[config.mk]
export PLATFORM = sky130hd
export DESIGN_NAME = xy_route_unit
export DESIGN_NICKNAME = d
export VERILOG_FILES = /design/src/rtl/noc_pkg.sv /design/src/rtl/xy_route_calc.sv /design/src/rtl/xy_route_unit.sv
export SDC_FILE = /design/constraint.sdc
export NUM_CORES = 1
export LEC_CHECK = 0
export ABC_CLOCK_PERIOD_IN_PS = 1900
export CAP_MARGIN = 20
export CORE_MARGIN = 2
export CORE_UTILIZATION = 37
export DETAILED_ROUTE_END_ITERATION = 16
export GPL_TIMING_DRIVEN = 0
export PLACE_DENSITY = 0.78
export SKIP_CTS_REPAIR_TIMING = 1
export SLEW_MARGIN = 20
export SYNTH_ARGS = -nofsm -noshare
export SYNTH_HDL_FRONTEND = slang
export SYNTH_SLANG_ARGS = --single-unit
export TNS_END_PERCENT = 1
[constraint.sdc]
create_clock -name clk -period 1.9 [get_ports clk]
set_input_delay 0.57 -clock clk [delete_from_list [all_inputs] [get_ports clk]]
set_output_delay 0.57 -clock clk [all_outputs]
set_load 0.1 [all_outputs]
[src/rtl/noc_pkg.sv]
// ---------------------------------------------------------------------------
// noc_pkg
//   Shared definitions for the mesh NoC router input-port logic.
//   - Flit type encodings carried in the two MSBs of every flit.
//   - Binary output-port codes and the bit positions used by the
//     switch-allocator one-hot request vector.
//   - port_to_oh(): converts a binary port code to the one-hot request.
//   - route_state_e: per-input-port packet state (between packets / inside one).
// ---------------------------------------------------------------------------
package noc_pkg;

   // Flit types, located in flit[FLIT_W-1:FLIT_W-2]
   localparam logic [1:0] FT_HEAD      = 2'b10;
   localparam logic [1:0] FT_BODY      = 2'b00;
   localparam logic [1:0] FT_TAIL      = 2'b01;
   localparam logic [1:0] FT_HEAD_TAIL = 2'b11;

   // Binary output-port codes (0 is intentionally unused)
   localparam logic [2:0] PORT_L = 3'd1;
   localparam logic [2:0] PORT_E = 3'd2;
   localparam logic [2:0] PORT_N = 3'd3;
   localparam logic [2:0] PORT_W = 3'd4;
   localparam logic [2:0] PORT_S = 3'd5;

   // Bit positions in the one-hot request to the switch allocator
   localparam int OH_L = 0;
   localparam int OH_E = 1;
   localparam int OH_W = 2;
   localparam int OH_S = 3;
   localparam int OH_N = 4;

   localparam int N_PORTS = 5;

   // Packet state of one input port
   typedef enum logic {
      ST_IDLE = 1'b0,   // between packets, next legal flit is a header
      ST_PKT  = 1'b1    // inside a multi-flit packet, route is locked
   } route_state_e;

   // Binary port code -> one-hot request. Codes outside 1..5 never leave the
   // route calculator; they fold onto the local port so the request is never
   // empty.
   function automatic logic [N_PORTS-1:0] port_to_oh(input logic [2:0] port);
      logic [N_PORTS-1:0] oh;
      oh = '0;
      case (port)
         PORT_L:  oh[OH_L] = 1'b1;
         PORT_E:  oh[OH_E] = 1'b1;
         PORT_N:  oh[OH_N] = 1'b1;
         PORT_W:  oh[OH_W] = 1'b1;
         PORT_S:  oh[OH_S] = 1'b1;
         default: oh[OH_L] = 1'b1;
      endcase
      return oh;
   endfunction

endpackage

[src/rtl/xy_route_calc.sv]
// ---------------------------------------------------------------------------
// xy_route_calc
//   Purely combinational dimension-ordered route computation for one router
//   at mesh position (CUR_X, CUR_Y).
//
//   Ports:
//     dest_x       in  [X_W-1:0]  destination column from the header flit
//     dest_y       in  [Y_W-1:0]  destination row from the header flit
//     port         out [2:0]      binary output-port code (noc_pkg PORT_*)
//     out_of_range out 1          destination lies outside the mesh
//
//   ROUTE_YX = 0 resolves the x offset first (XY routing), ROUTE_YX = 1
//   resolves the y offset first (YX routing). Rows grow towards south:
//   a positive y offset routes S, a negative one routes N.
//   An out-of-range destination is steered to the local port.
// ---------------------------------------------------------------------------
module xy_route_calc
   import noc_pkg::*;
#(
   parameter int X_NODES  = 4,
   parameter int Y_NODES  = 4,
   parameter int X_W      = 2,
   parameter int Y_W      = 2,
   parameter int CUR_X    = 0,
   parameter int CUR_Y    = 1,
   parameter int ROUTE_YX = 0
) (
   input  logic [X_W-1:0] dest_x,
   input  logic [Y_W-1:0] dest_y,
   output logic [2:0]     port,
   output logic           out_of_range
);

   // Constants resized to the signed offset width (one bit wider than the
   // field). X_NODES <= 2**X_W, so it always fits in X_W+1 bits.
   localparam logic [X_W:0] CUR_X_V   = CUR_X[X_W:0];
   localparam logic [Y_W:0] CUR_Y_V   = CUR_Y[Y_W:0];
   localparam logic [X_W:0] X_NODES_V = X_NODES[X_W:0];
   localparam logic [Y_W:0] Y_NODES_V = Y_NODES[Y_W:0];

   logic [X_W:0] dx;
   logic [Y_W:0] dy;
   logic         x_pos;
   logic         x_neg;
   logic         y_pos;
   logic         y_neg;
   logic [2:0]   x_port;   // non-zero when the x offset decides a direction
   logic [2:0]   y_port;   // non-zero when the y offset decides a direction

   always_comb begin
      // Two's-complement offsets; the MSB is the sign.
      dx = {1'b0, dest_x} - CUR_X_V;
      dy = {1'b0, dest_y} - CUR_Y_V;

      x_neg = dx[X_W];
      x_pos = !dx[X_W] && (dx != '0);
      y_neg = dy[Y_W];
      y_pos = !dy[Y_W] && (dy != '0);

      x_port = 3'd0;
      if (x_pos) begin
         x_port = PORT_E;
      end else if (x_neg) begin
         x_port = PORT_W;
      end

      y_port = 3'd0;
      if (y_pos) begin
         y_port = PORT_S;
      end else if (y_neg) begin
         y_port = PORT_N;
      end

      out_of_range = ({1'b0, dest_x} >= X_NODES_V) ||
                     ({1'b0, dest_y} >= Y_NODES_V);

      port = PORT_L;
      if (out_of_range) begin
         port = PORT_L;
      end else if (ROUTE_YX != 0) begin
         if (y_port != 3'd0) begin
            port = y_port;
         end else if (x_port != 3'd0) begin
            port = x_port;
         end
      end else begin
         if (x_port != 3'd0) begin
            port = x_port;
         end else if (y_port != 3'd0) begin
            port = y_port;
         end
      end
   end

endmodule

[src/rtl/xy_route_unit.sv]
// ---------------------------------------------------------------------------
// xy_route_unit
//   Per-packet route computation and register stage for one router input
//   port of the mesh NoC. The header flit's destination is routed by
//   dimension order, the resulting port is locked for the rest of the packet,
//   and every forwarded flit leaves through one registered valid/ready stage
//   together with its port code and one-hot switch-allocator request.
//
//   Ports:
//     clk, rst       clock, synchronous active-high reset
//     in_flit        incoming flit; dest x in [X_W-1:0], dest y in
//                    [X_W+Y_W-1:X_W], type in [FLIT_W-1:FLIT_W-2]
//     in_valid       in_flit is valid
//     in_ready       stage can take in_flit this cycle
//     out_flit       registered flit
//     out_valid      out_flit is valid
//     out_ready      downstream takes out_flit this cycle
//     out_port       binary port code (L=1 E=2 N=3 W=4 S=5)
//     out_port_oh    one-hot request (bit0 L, bit1 E, bit2 W, bit3 S, bit4 N)
//     err_dest       one-cycle pulse: header destination outside the mesh
//     err_proto      one-cycle pulse: flit-type sequence violation
//     fsm_state      current packet state, for observation only
//
//   Handshake: a transfer happens on a cycle where valid && ready are both
//   high at the rising edge. Ready never depends on valid of the same side;
//   in_ready = !out_valid || out_ready, so the stage accepts whenever its
//   register is empty or is being emptied this cycle. Once out_valid is high
//   the output register (flit, port, one-hot) holds until out_ready.
// ---------------------------------------------------------------------------
module xy_route_unit
   import noc_pkg::*;
#(
   parameter int X_NODES  = 4,
   parameter int Y_NODES  = 4,
   parameter int X_W      = 2,
   parameter int Y_W      = 2,
   parameter int CUR_X    = 0,
   parameter int CUR_Y    = 1,
   parameter int FLIT_W   = 34,
   parameter int ROUTE_YX = 0
) (
   input  logic                clk,
   input  logic                rst,
   input  logic [FLIT_W-1:0]   in_flit,
   input  logic                in_valid,
   output logic                in_ready,
   output logic [FLIT_W-1:0]   out_flit,
   output logic                out_valid,
   input  logic                out_ready,
   output logic [2:0]          out_port,
   output logic [N_PORTS-1:0]  out_port_oh,
   output logic                err_dest,
   output logic                err_proto,
   output route_state_e        fsm_state
);

   route_state_e   state;
   logic [2:0]     route_q;      // port locked by the current packet's header

   logic [1:0]     ftype;
   logic [X_W-1:0] dest_x;
   logic [Y_W-1:0] dest_y;
   logic [2:0]     head_port;
   logic           head_oor;
   logic           accept;
   logic           is_head;
   logic           fwd;
   logic [2:0]     fwd_port;

   assign ftype  = in_flit[FLIT_W-1 -: 2];
   assign dest_x = in_flit[X_W-1:0];
   assign dest_y = in_flit[X_W+Y_W-1:X_W];

   // Route is computed for every incoming flit but only used for headers.
   xy_route_calc #(
      .X_NODES  (X_NODES),
      .Y_NODES  (Y_NODES),
      .X_W      (X_W),
      .Y_W      (Y_W),
      .CUR_X    (CUR_X),
      .CUR_Y    (CUR_Y),
      .ROUTE_YX (ROUTE_YX)
   ) u_calc (
      .dest_x       (dest_x),
      .dest_y       (dest_y),
      .port         (head_port),
      .out_of_range (head_oor)
   );

   assign in_ready = !out_valid || out_ready;
   assign accept   = in_valid && in_ready;

   // HEAD and HEAD+TAIL both carry a destination (type MSB set).
   assign is_head  = (ftype == FT_HEAD) || (ftype == FT_HEAD_TAIL);

   // A header always starts a new packet, even mid-packet. Non-header flits
   // are only forwarded inside a packet; outside one they are dropped.
   assign fwd      = accept && (is_head || (state == ST_PKT));
   assign fwd_port = is_head ? head_port : route_q;

   assign fsm_state = state;

   always_ff @(posedge clk) begin
      if (rst) begin
         state       <= ST_IDLE;
         route_q     <= PORT_L;
         out_valid   <= 1'b0;
         out_flit    <= '0;
         out_port    <= PORT_L;
         out_port_oh <= port_to_oh(PORT_L);
         err_dest    <= 1'b0;
         err_proto   <= 1'b0;
      end else begin
         // Error flags are pulses tied to the accept of the offending flit,
         // so they line up with the cycle that flit reaches the output.
         err_dest  <= 1'b0;
         err_proto <= 1'b0;

         // Output register: reloads (or empties) only when it is free or
         // being drained, otherwise it holds its contents stable.
         if (in_ready) begin
            out_valid <= fwd;
            if (fwd) begin
               out_flit    <= in_flit;
               out_port    <= fwd_port;
               out_port_oh <= port_to_oh(fwd_port);
            end
         end

         // Packet state advances only on an accepted transfer.
         if (accept) begin
            if (is_head) begin
               err_proto <= (state == ST_PKT);
               err_dest  <= head_oor;
               if (ftype == FT_HEAD) begin
                  route_q <= head_port;
                  state   <= ST_PKT;
               end else begin
                  state   <= ST_IDLE;
               end
            end else if (state == ST_IDLE) begin
               // BODY or TAIL with no open packet: consumed and flagged.
               err_proto <= 1'b1;
            end else if (ftype == FT_TAIL) begin
               state <= ST_IDLE;
            end
         end
      end
   end

endmodule

==> results.toml, run 1 <==
[outcome]
run_status = "finished, violations left"
failing_checks = "setup timing"

[timing]
grt_setup_unrepaired = "yes"
finalSetupViolations = 2
totalNegativeSetupSlack_ns = -0.168
max_freq_mhz = 492
timing.final.crit_share = 1.07
post-route-min-period_ns = 2.03
fin_worst_skew_ns = 0.00289
final_critical_path_setup_slack_ns = -0.132
timing.final.max_slew_violations = 0
timing.max_slew.rel_slack = 0.358
tightest_slew_ns = 0.962
hold_viol = 0

[floorplanning]
fp.dieArea_mm2 = 0.00556
start_util = 0.388
rows = 25
floorplan.core_area_mm2 = 0.00475
die_ht_um = 74.6
design.portCount = 85
horizontal_die_dimension_um = 74.6

[min_path]
holdCritPathClass = "reg -> reg"
timing.hold.worst_endpoint = "out_flit[7]"
hold_path_depth = 2
hold_path.startpoint = "out_flit[7]"

[clocking]
clk_pin_slew_worst_paths_ns = 0.08
cts-htree-levels = 2
cts_tree = "yes"
tritoncts_num_sinks = 48
clk-insertion-delay-late_ns = 0.29
tritoncts.num_buffers = 5
buffer_depth_of_the_longest_clock_path = 2
cts.root.buffer_cell = "sky130_fd_sc_hd__clkbuf_8"

[routing]
dr_total_vias = 1747
drtAntennaViolNets = 0
drc_errors = 0
via_per_inst = 4.57
wl_per_cell_um = 11.9
detailedRoute.firstIterationViolations = 55
drt_pass1_iterations = 4
drt-total-wl_um = 4540

[place]
gp_congestion = 0.825
postPlaceCellArea_mm2 = 0.00277
placedCellCount = 371
hpwl_um = 3280
io_buffer_count = 83

[final_layout]
final_net_count = 353
post_layout_nonfiller_instances = 382
n_fill_cell = 489
ant_cells = 0
fraction_of_final_layout_cells_with_drive_strength_greater_than_1 = 0.244
layout_common_cells = "sky130_fd_sc_hd__nand2_1, sky130_fd_sc_hd__clkbuf_2, sky130_fd_sc_hd__dfxtp_1, sky130_fd_sc_hd__a21oi_1, sky130_fd_sc_hd__clkdlybuf4s50_1"
finalInstanceArea_mm2 = 0.00270
post_layout_util = 0.567
flow.area_growth_from_synthesis_pct = 46.4
final_common_cell = "sky130_fd_sc_hd__nand2_1"

[critical_path]
critical_path_required_ns = 1.33
critical_path_launch_point_type = "input pin"
timing.critical_path.fanout_max = 8
crit-reg2reg-capture = "out_port_oh[3]"
worstPathArrival_ns = 1.46
timing.critical_path.depth = 4
worst_path_largest_cell_delay_ns = 0.45
critical_path_class = "in -> out"
worstSetupEndpointType = "primary output"
timing.critical_path.cells = "clkdlybuf4s50_1 -> nand2b_1 -> buf_6 -> buf_12"
crit_family = "buffers and inverters"
setup.reg_to_reg.worst_slack_ns = 0.32
timing.reg2reg.worst_path_depth = 7
worst_r2r_startpoint = "fsm_state"
worstPathBufferInverterCount = 3
crit_slowest_cell = "sky130_fd_sc_hd__clkdlybuf4s50_1"

[global_route]
number_of_global_route_vias_before_repair = 1619
grtUsageTotal = 0.168
number_of_antenna_violations_at_the_first_check_in_global_routing = 0
gr_overflow_total = 0
pin_count_of_the_biggest_net_entering_global_routing = 14
wire_length_of_the_first_global_routing_pass_um = 7190

[yosys]
ranking_of_synthesized_cells_by_area = "sky130_fd_sc_hd__dfxtp_1, sky130_fd_sc_hd__nand2_1, sky130_fd_sc_hd__a21oi_1"
synthDistinctLibCells = 31
post-synth-top-area-cell = "sky130_fd_sc_hd__dfxtp_1"
syn-instance-count = 221
ys_seq_area_frac = 0.521
synthesis.nets = 260
mappedNetlistArea_mm2 = 0.00184
yosys_warnings = 0
synthesis.area_per_instance_um2 = 8.34
synth_seq_cells = 48
yosys.area.top_type_share = 0.521

[power]
fraction_of_power_consumed_by_the_clock_network = 0.255
power_per_cell_area_mw_per_mm2 = 890
swShare = 0.361
peakVddDrop_mv = 0.400
power_switching_uw = 867
part_of_the_total_power_dissipated_in_combinational_logic = 0.293
cellInternalPower_mw = 1.53
power.share.sequential = 0.451
static_leakage_power_nw = 1.16

[job]
max_cap_violations = 0
[synthesized netlist by cell type]
| cell type | count |
|---|---|
| sky130_fd_sc_hd__and4b_1 | 1 |
| sky130_fd_sc_hd__nand2b_1 | 2 |
| sky130_fd_sc_hd__a211o_1 | 2 |
| sky130_fd_sc_hd__nand2b_2 | 1 |
| sky130_fd_sc_hd__dfxtp_1 | 48 |
| sky130_fd_sc_hd__xnor2_1 | 1 |
| sky130_fd_sc_hd__conb_1 | 1 |
| sky130_fd_sc_hd__buf_6 | 1 |
| sky130_fd_sc_hd__ha_1 | 1 |
| sky130_fd_sc_hd__o21ai_2 | 2 |
| sky130_fd_sc_hd__or3_4 | 1 |
| sky130_fd_sc_hd__mux2i_1 | 4 |
| sky130_fd_sc_hd__a21oi_1 | 38 |
| sky130_fd_sc_hd__buf_4 | 4 |
| sky130_fd_sc_hd__a311oi_1 | 2 |
| sky130_fd_sc_hd__nand3b_1 | 5 |
| sky130_fd_sc_hd__a31oi_1 | 1 |
| sky130_fd_sc_hd__nand2b_4 | 1 |
| sky130_fd_sc_hd__nand2_1 | 71 |
| sky130_fd_sc_hd__nand4b_1 | 1 |
| sky130_fd_sc_hd__nor3b_1 | 1 |
| sky130_fd_sc_hd__inv_1 | 2 |
| sky130_fd_sc_hd__and2_1 | 1 |
| sky130_fd_sc_hd__buf_2 | 8 |
| sky130_fd_sc_hd__a211oi_1 | 1 |
| sky130_fd_sc_hd__nor2b_1 | 1 |
| sky130_fd_sc_hd__nor2_1 | 8 |
| sky130_fd_sc_hd__o21ai_0 | 2 |
| sky130_fd_sc_hd__clkbuf_1 | 5 |
| sky130_fd_sc_hd__a2111oi_0 | 1 |
| sky130_fd_sc_hd__nor3_1 | 3 |
[area by class of cell]
type | instances | area [µm²] | area share
inverters | 2 | 7.51 | 0.00278
repair buffers | 86 | 648 | 0.240
clock buffers | 8 | 90.1 | 0.0334
well taps | 67 | 83.8 | 0.0311
multi-input cells | 153 | 781 | 0.289
plain buffers | 18 | 121 | 0.0450
flip-flops and latches | 48 | 966 | 0.358
[worst reg2reg max path: stages (launching register included)]
cell and delay [ns]:
sky130_fd_sc_hd__dfxtp_4 0.35, sky130_fd_sc_hd__inv_1 0.04, sky130_fd_sc_hd__ha_1 0.17, sky130_fd_sc_hd__nand2b_2 0.18
sky130_fd_sc_hd__nand2b_4 0.14, sky130_fd_sc_hd__buf_6 0.12, sky130_fd_sc_hd__or3_4 0.38, sky130_fd_sc_hd__o21ai_2 0.13
[worst max-delay path by stage]
stage,slack [ns],end,start
final,-0.13,in_ready,out_ready
after global routing,-0.15,in_ready,out_ready
after CTS,-1.09,in_ready,out_ready
after detailed placement,-1.08,in_ready,out_ready
after global placement,-1.07,in_ready,out_ready
after floorplan,0.007,out_port_oh[3],in_flit[33]
[power groups by stage]
stage                     Sequential (mW)  Combinational (mW)  Clock, mW
after floorplan                      1.47               0.157          0
after global placement               1.11               0.735          0
after detailed placement             1.11               0.740          0
after CTS                            1.08               0.742      0.634
after global routing                 1.09               0.743      0.671
final                                1.08               0.704      0.613
[cell families after synthesis]
kind of cell	synth area share
muxes	0.0217
xor gates and xnor gates	0.00475
and+or+nand+nor	0.236
AOI/OAI and AO/OA	0.149
other	0.00203
adders and majority gates	0.00679
buffers and inverters	0.0584
DFF	0.521
[routing by layer]
layer | wire length, µm | global-route usage
met1 | 2000 | 0.215
met2 | 2170 | 0.279
met3 | 318 | 0.0339
met4 | 48 | 0.0655
met5 | 0 | 0
[per-stage QoR]
step                      power, mW  hold WS (ns)  worst slack, ns
after floorplan                1.63         0.449          0.00740
after global placement         1.84         0.441            -1.07
after detailed placement       1.85         0.446            -1.08
after CTS                      2.46         0.457            -1.09
after global routing           2.51         0.475           -0.149
final                          2.40         0.455           -0.132
[sequential cells by signal, summed over array words and instances (netlist names)]
| name | count |
|---|---|
| out_flit | 34 |
| out_port | 3 |
| err_proto | 1 |
| fsm_state | 1 |
| out_port_oh | 5 |
| out_valid | 1 |
| route_q | 3 |
(Power assumes the default switching activity.)
==> run 2, diff against run 1 <==
--- a/config.mk
+++ b/config.mk
@@ -9,11 +9,12 @@
 export CAP_MARGIN = 20
 export CORE_MARGIN = 2
 export CORE_UTILIZATION = 37
+export CTS_CLUSTER_SIZE = 14
 export DETAILED_ROUTE_END_ITERATION = 16
 export GPL_TIMING_DRIVEN = 0
-export PLACE_DENSITY = 0.78
+export PLACE_DENSITY = 0.76
 export SKIP_CTS_REPAIR_TIMING = 1
-export SLEW_MARGIN = 20
+export SLEW_MARGIN = 40
 export SYNTH_ARGS = -nofsm -noshare
 export SYNTH_HDL_FRONTEND = slang
 export SYNTH_SLANG_ARGS = --single-unit
==> results.toml, run 2 (same netlist as run 1, synthesis figures left out) <==
[critical_path]
worstPathArrival_ns = 2.04
timing.critical_path.fanout_max = 10
worstSetupEndpointType = "register"
worstPathBufferInverterCount = 4
worst_path_largest_cell_delay_ns = 0.37
critical_path_launch_point_type = "input pin"
critical_path_required_ns = 2.14
crit_slowest_cell = "sky130_fd_sc_hd__or3_4"
crit_family = "simple AND/OR/NAND/NOR gates"
timing.critical_path.cells = "clkbuf_2 -> buf_6 -> inv_1 -> ha_1 -> nand2b_2 -> nand2b_4 -> buf_6 -> or3_4 -> o21ai_2"
crit_top_cell = "sky130_fd_sc_hd__buf_6"
critical_path_class = "in -> reg"

[global_route]
gr_overflow_total = 0
wire_length_of_the_first_global_routing_pass_um = 7170
number_of_global_route_vias_before_repair = 1580
number_of_antenna_violations_at_the_first_check_in_global_routing = 0
pin_count_of_the_biggest_net_entering_global_routing = 15
grtUsageTotal = 0.168

[timing]
totalNegativeSetupSlack_ns = 0
max_freq_mhz = 556
timing.final.crit_share = 0.946
timing.final.max_slew_violations = 0
finalSetupViolations = 0
post-route-min-period_ns = 1.80
fin_worst_skew_ns = 0.0117
hold_viol = 0
grt_setup_unrepaired = "no"

[routing]
drt_pass1_iterations = 4
drt-total-wl_um = 4490
via_per_inst = 4.64
dr_total_vias = 1764
wl_per_cell_um = 11.8
drc_errors = 0
detailedRoute.firstIterationViolations = 86
drtAntennaViolNets = 0

[power]
power.share.sequential = 0.449
cellInternalPower_mw = 1.53
power_per_cell_area_mw_per_mm2 = 900
peakVddDrop_mv = 0.368
swShare = 0.368
static_leakage_power_nw = 1.18
fraction_of_power_consumed_by_the_clock_network = 0.261
power_switching_uw = 887
part_of_the_total_power_dissipated_in_combinational_logic = 0.291

[final_layout]
flow.area_growth_from_synthesis_pct = 45.6
regArea_um2 = 966
post_layout_util = 0.564
ant_cells = 0
fraction_of_final_layout_cells_with_drive_strength_greater_than_1 = 0.256
layout_common_cells = "sky130_fd_sc_hd__nand2_1, sky130_fd_sc_hd__buf_2, sky130_fd_sc_hd__dfxtp_1, sky130_fd_sc_hd__a21oi_1, sky130_fd_sc_hd__clkdlybuf4s50_1"
n_fill_cell = 469
registers.top_by_ff_count = "out_flit"
reg_top3 = "out_flit: 34 flops, out_port_oh: 5 flops"
final_common_cell = "sky130_fd_sc_hd__nand2_1"
final_net_count = 351
post_layout_nonfiller_instances = 380
multiInputGateArea_um2 = 788
largest_reg_flops = 34

[clocking]
cts_tree = "yes"
buffer_depth_of_the_longest_clock_path = 2
tritoncts.num_buffers = 5
cts-htree-levels = 2
clk-insertion-delay-late_ns = 0.31
clk_pin_slew_worst_paths_ns = 0.08
cts.root.buffer_cell = "sky130_fd_sc_hd__clkbuf_8"
tritoncts_num_sinks = 48

[floorplanning]
rows = 25
horizontal_die_dimension_um = 74.6
start_util = 0.388
floorplan.core_area_mm2 = 0.00475
die_ht_um = 74.6
fp.dieArea_mm2 = 0.00556
design.portCount = 85

[place]
io_buffer_count = 83
gp_congestion = 0.825
hpwl_um = 3210
placedCellCount = 371

[job]
max_cap_violations = 0

[outcome]
run_status = "finished clean"

[min_path]
holdCritPathClass = "reg -> reg"
## run 2: power by group through the flow
stage | Clock [mW] | Sequential (mW) | Combinational [mW]
floorplan | 0 | 1.47 | 0.157
global placement | 0 | 1.11 | 0.736
detailed placement | 0 | 1.11 | 0.692
CTS | 0.651 | 1.08 | 0.695
global route | 0.700 | 1.09 | 0.738
finish | 0.629 | 1.08 | 0.701
## run 2: area by class of cell
type | count | share of cell area
Clock buffer | 6 | 0.0308
Sequential cell | 48 | 0.360
Tap cell | 67 | 0.0313
Timing Repair Buffer | 84 | 0.231
Inverter | 2 | 0.00280
Buffer | 18 | 0.0462
Multi-Input combinational cell | 153 | 0.294
Clock inverter | 2 | 0.00373
## run 2: per-stage QoR
step	area, µm²	worst slack, ns	power (mW)	hold slack [ns]
2_1_floorplan	1850	0.00740	1.63	0.449
3_3_place_gp	2770	-1.07	1.84	0.441
3_5_place_dp	2530	-0.711	1.80	0.443
4_1_cts	2630	-0.397	2.43	0.455
5_1_grt	2680	0.0488	2.53	0.473
6_report	2680	0.102	2.41	0.453
## run 2: path summary, 6_finish.rpt
path	from	to	slack, ns	depth (start not counted)
worst min register to register	out_port_oh[2]	out_port_oh[2]	0.45	2
worst min-delay path	out_port_oh[2]	out_port_oh[2]	0.45	2
worst max-delay path	in_flit[33]	out_port_oh[3]	0.10	9
worst max register to register	fsm_state	out_port_oh[3]	0.32	7
## run 2: layer usage
| layer | GRT usage | vias up | share of wire |
|---|---|---|---|
| met4 | 0.0476 | 0 | 0.0080 |
| met3 | 0.0501 | 4 | 0.074 |
| met1 | 0.221 | 791 | 0.46 |
| met5 | 0 | - | 0 |
| li1 | - | 914 | - |
| met2 | 0.268 | 55 | 0.46 |
## run 2: worst min-delay path, delay by kind of cell (launching register included)
kind,cells,cell delay (ns)
AO/OA/AOI/OAI,1,0.05
AND/OR/NAND/NOR,1,0.05
flip-flops,1,0.31
==> run 3, diff against run 2 <==
--- a/config.mk
+++ b/config.mk
@@ -5,7 +5,6 @@
 export SDC_FILE = /design/constraint.sdc
 export NUM_CORES = 1
 export LEC_CHECK = 0
-export ABC_CLOCK_PERIOD_IN_PS = 1900
 export CAP_MARGIN = 20
 export CORE_MARGIN = 2
 export CORE_UTILIZATION = 37
@@ -13,7 +12,6 @@
 export DETAILED_ROUTE_END_ITERATION = 16
 export GPL_TIMING_DRIVEN = 0
 export PLACE_DENSITY = 0.76
-export SKIP_CTS_REPAIR_TIMING = 1
 export SLEW_MARGIN = 40
 export SYNTH_ARGS = -nofsm -noshare
 export SYNTH_HDL_FRONTEND = slang
==> results.toml, run 3 (same netlist as run 1, synthesis figures left out) <==
[clocking]
clk_pin_slew_worst_paths_ns = 0.08
clk-insertion-delay-late_ns = 0.31
tritoncts_num_sinks = 48
buffer_depth_of_the_longest_clock_path = 2
cts_hold_buffers = 0
cts.root.buffer_cell = "sky130_fd_sc_hd__clkbuf_8"
cts_tree = "yes"
tritoncts.num_buffers = 5
cts-htree-levels = 2

[power]
power_per_cell_area_mw_per_mm2 = 893
swShare = 0.367
power_switching_uw = 888
part_of_the_total_power_dissipated_in_combinational_logic = 0.292
power.share.sequential = 0.448
fraction_of_power_consumed_by_the_clock_network = 0.260
peakVddDrop_mv = 0.368
total_power_mw = 2.42
cellInternalPower_mw = 1.53
static_leakage_power_nw = 1.18

[job]
max_cap_violations = 0

[final_layout]
final_common_cell = "sky130_fd_sc_hd__nand2_1"
flow.area_growth_from_synthesis_pct = 46.9
reg_top3 = "out_flit: 34 flops, out_port_oh: 5 flops"
final_net_count = 354
registers.top_by_ff_count = "out_flit"
layout_common_cells = "sky130_fd_sc_hd__nand2_1, sky130_fd_sc_hd__buf_2, sky130_fd_sc_hd__dfxtp_1, sky130_fd_sc_hd__a21oi_1, sky130_fd_sc_hd__clkdlybuf4s50_1"
post_layout_util = 0.569
finalInstanceArea_mm2 = 0.00271
ant_cells = 0
fraction_of_final_layout_cells_with_drive_strength_greater_than_1 = 0.263
largest_reg_flops = 34

[timing]
finalSetupViolations = 0
timing.final.crit_share = 0.980
fin_worst_skew_ns = 0.0114
post-route-min-period_ns = 1.86
hold_ws_ns = 0.453
max_freq_mhz = 537
grt_setup_unrepaired = "no"
timing.final.max_slew_violations = 0
hold_viol = 0

[floorplanning]
start_util = 0.388
die_ht_um = 74.6
design.portCount = 85
floorplan.core_area_mm2 = 0.00475
horizontal_die_dimension_um = 74.6
rows = 25
fp.dieArea_mm2 = 0.00556

[critical_path]
timing.reg2reg.worst_path_depth = 7
worst_r2r_startpoint = "fsm_state"
critical_path_required_ns = 2.14
critical_path_launch_point_type = "input pin"
timing.critical_path.cells = "clkdlybuf4s15_2 -> buf_6 -> inv_1 -> ha_1 -> nand2b_2 -> nand2b_4 -> buf_6 -> or3_4 -> o21ai_2"
critical_path_class = "in -> reg"
crit_slowest_cell = "sky130_fd_sc_hd__or3_4"
worstPathArrival_ns = 2.10
worst_path_largest_cell_delay_ns = 0.37
worstSetupEndpointType = "register"
timing.critical_path.fanout_max = 7
crit_top_cell = "sky130_fd_sc_hd__buf_6"
crit-reg2reg-capture = "out_port_oh[3]"
setup.reg_to_reg.worst_slack_ns = 0.32

[routing]
via_per_inst = 4.61
detailedRoute.firstIterationViolations = 78
drt_pass1_iterations = 4
drc_errors = 0
drt-total-wl_um = 4520
drtAntennaViolNets = 0
dr_total_vias = 1766
wl_per_cell_um = 11.8

[global_route]
number_of_global_route_vias_before_repair = 1590
number_of_antenna_violations_at_the_first_check_in_global_routing = 0
pin_count_of_the_biggest_net_entering_global_routing = 15
grtUsageTotal = 0.170
gr_overflow_total = 0
wire_length_of_the_first_global_routing_pass_um = 7240

[min_path]
hold_path_depth = 2
holdCritPathClass = "reg -> reg"
timing.hold.worst_endpoint = "out_port_oh[2]"
hold_path.startpoint = "out_port_oh[2]"

[outcome]
run_status = "finished clean"

[place]
hpwl_um = 3210
io_buffer_count = 83
gp_congestion = 0.825
postPlaceCellArea_mm2 = 0.00253
run 3: metrics by stage:
step	instances	setup TNS (ns)	worst slack, ns
after floorplan	221	0	0.00740
after global placement	371	-28.60	-1.07
after detailed placement	371	-24.43	-0.711
after CTS	380	0	0.0159
after global routing	383	0	0.00409
final	383	0	0.0374
run 3: worst max path at each step:
stage	to	slack [ns]	from	cells after the start
6_report	out_port_oh[3]	0.04	in_flit[33]	9
3_3_place_gp	in_ready	-1.07	out_ready	4
5_1_grt	out_port_oh[3]	0.004	in_flit[33]	9
4_1_cts	out_port_oh[3]	0.02	in_flit[33]	9
3_5_place_dp	out_port_oh[0]	-0.71	in_flit[33]	9
2_1_floorplan	out_port_oh[3]	0.007	in_flit[33]	8
run 3: power groups by stage:
stage,clock (mW),combinational (mW),sequential [mW]
floorplan,0,0.157,1.47
global placement,0,0.736,1.11
detailed placement,0,0.692,1.11
CTS,0.651,0.703,1.08
global route,0.700,0.744,1.09
finish,0.629,0.706,1.08
run 3: cell type report:
type	instances	area, µm²
Buffer	18	124
Inverter	2	7.51
Tap cell	67	83.8
Sequential cell	48	966
Timing Repair Buffer	87	646
Clock buffer	6	82.6
Clock inverter	2	10.0
Fill cell	466	2050
Multi-Input combinational cell	153	788
run 3: critical path, delay by kind of cell:
| family | cells | cell delay [ns] |
|---|---|---|
| buf+inv | 4 | 0.53 |
| fa+ha+maj | 1 | 0.17 |
| compound gates | 1 | 0.13 |
| simple gates | 3 | 0.69 |
run 3: what timing repair did:
action	4_1_cts	5_1_grt
gates resized for setup	13	9
setup buffers	1	3
endpoints found under the setup margin	43	34
hold endpoints to repair	0	0
pin swaps	0	0
run 3: per-layer routing:
layer | wire (µm) | part of all wire | up-vias | track usage
li1 | - | - | 917 | -
met1 | 2060 | 0.46 | 794 | 0.224
met2 | 2090 | 0.46 | 51 | 0.271
met3 | 328 | 0.073 | 4 | 0.0501
met4 | 36 | 0.0080 | 0 | 0.0476
met5 | 0 | 0 | - | 0
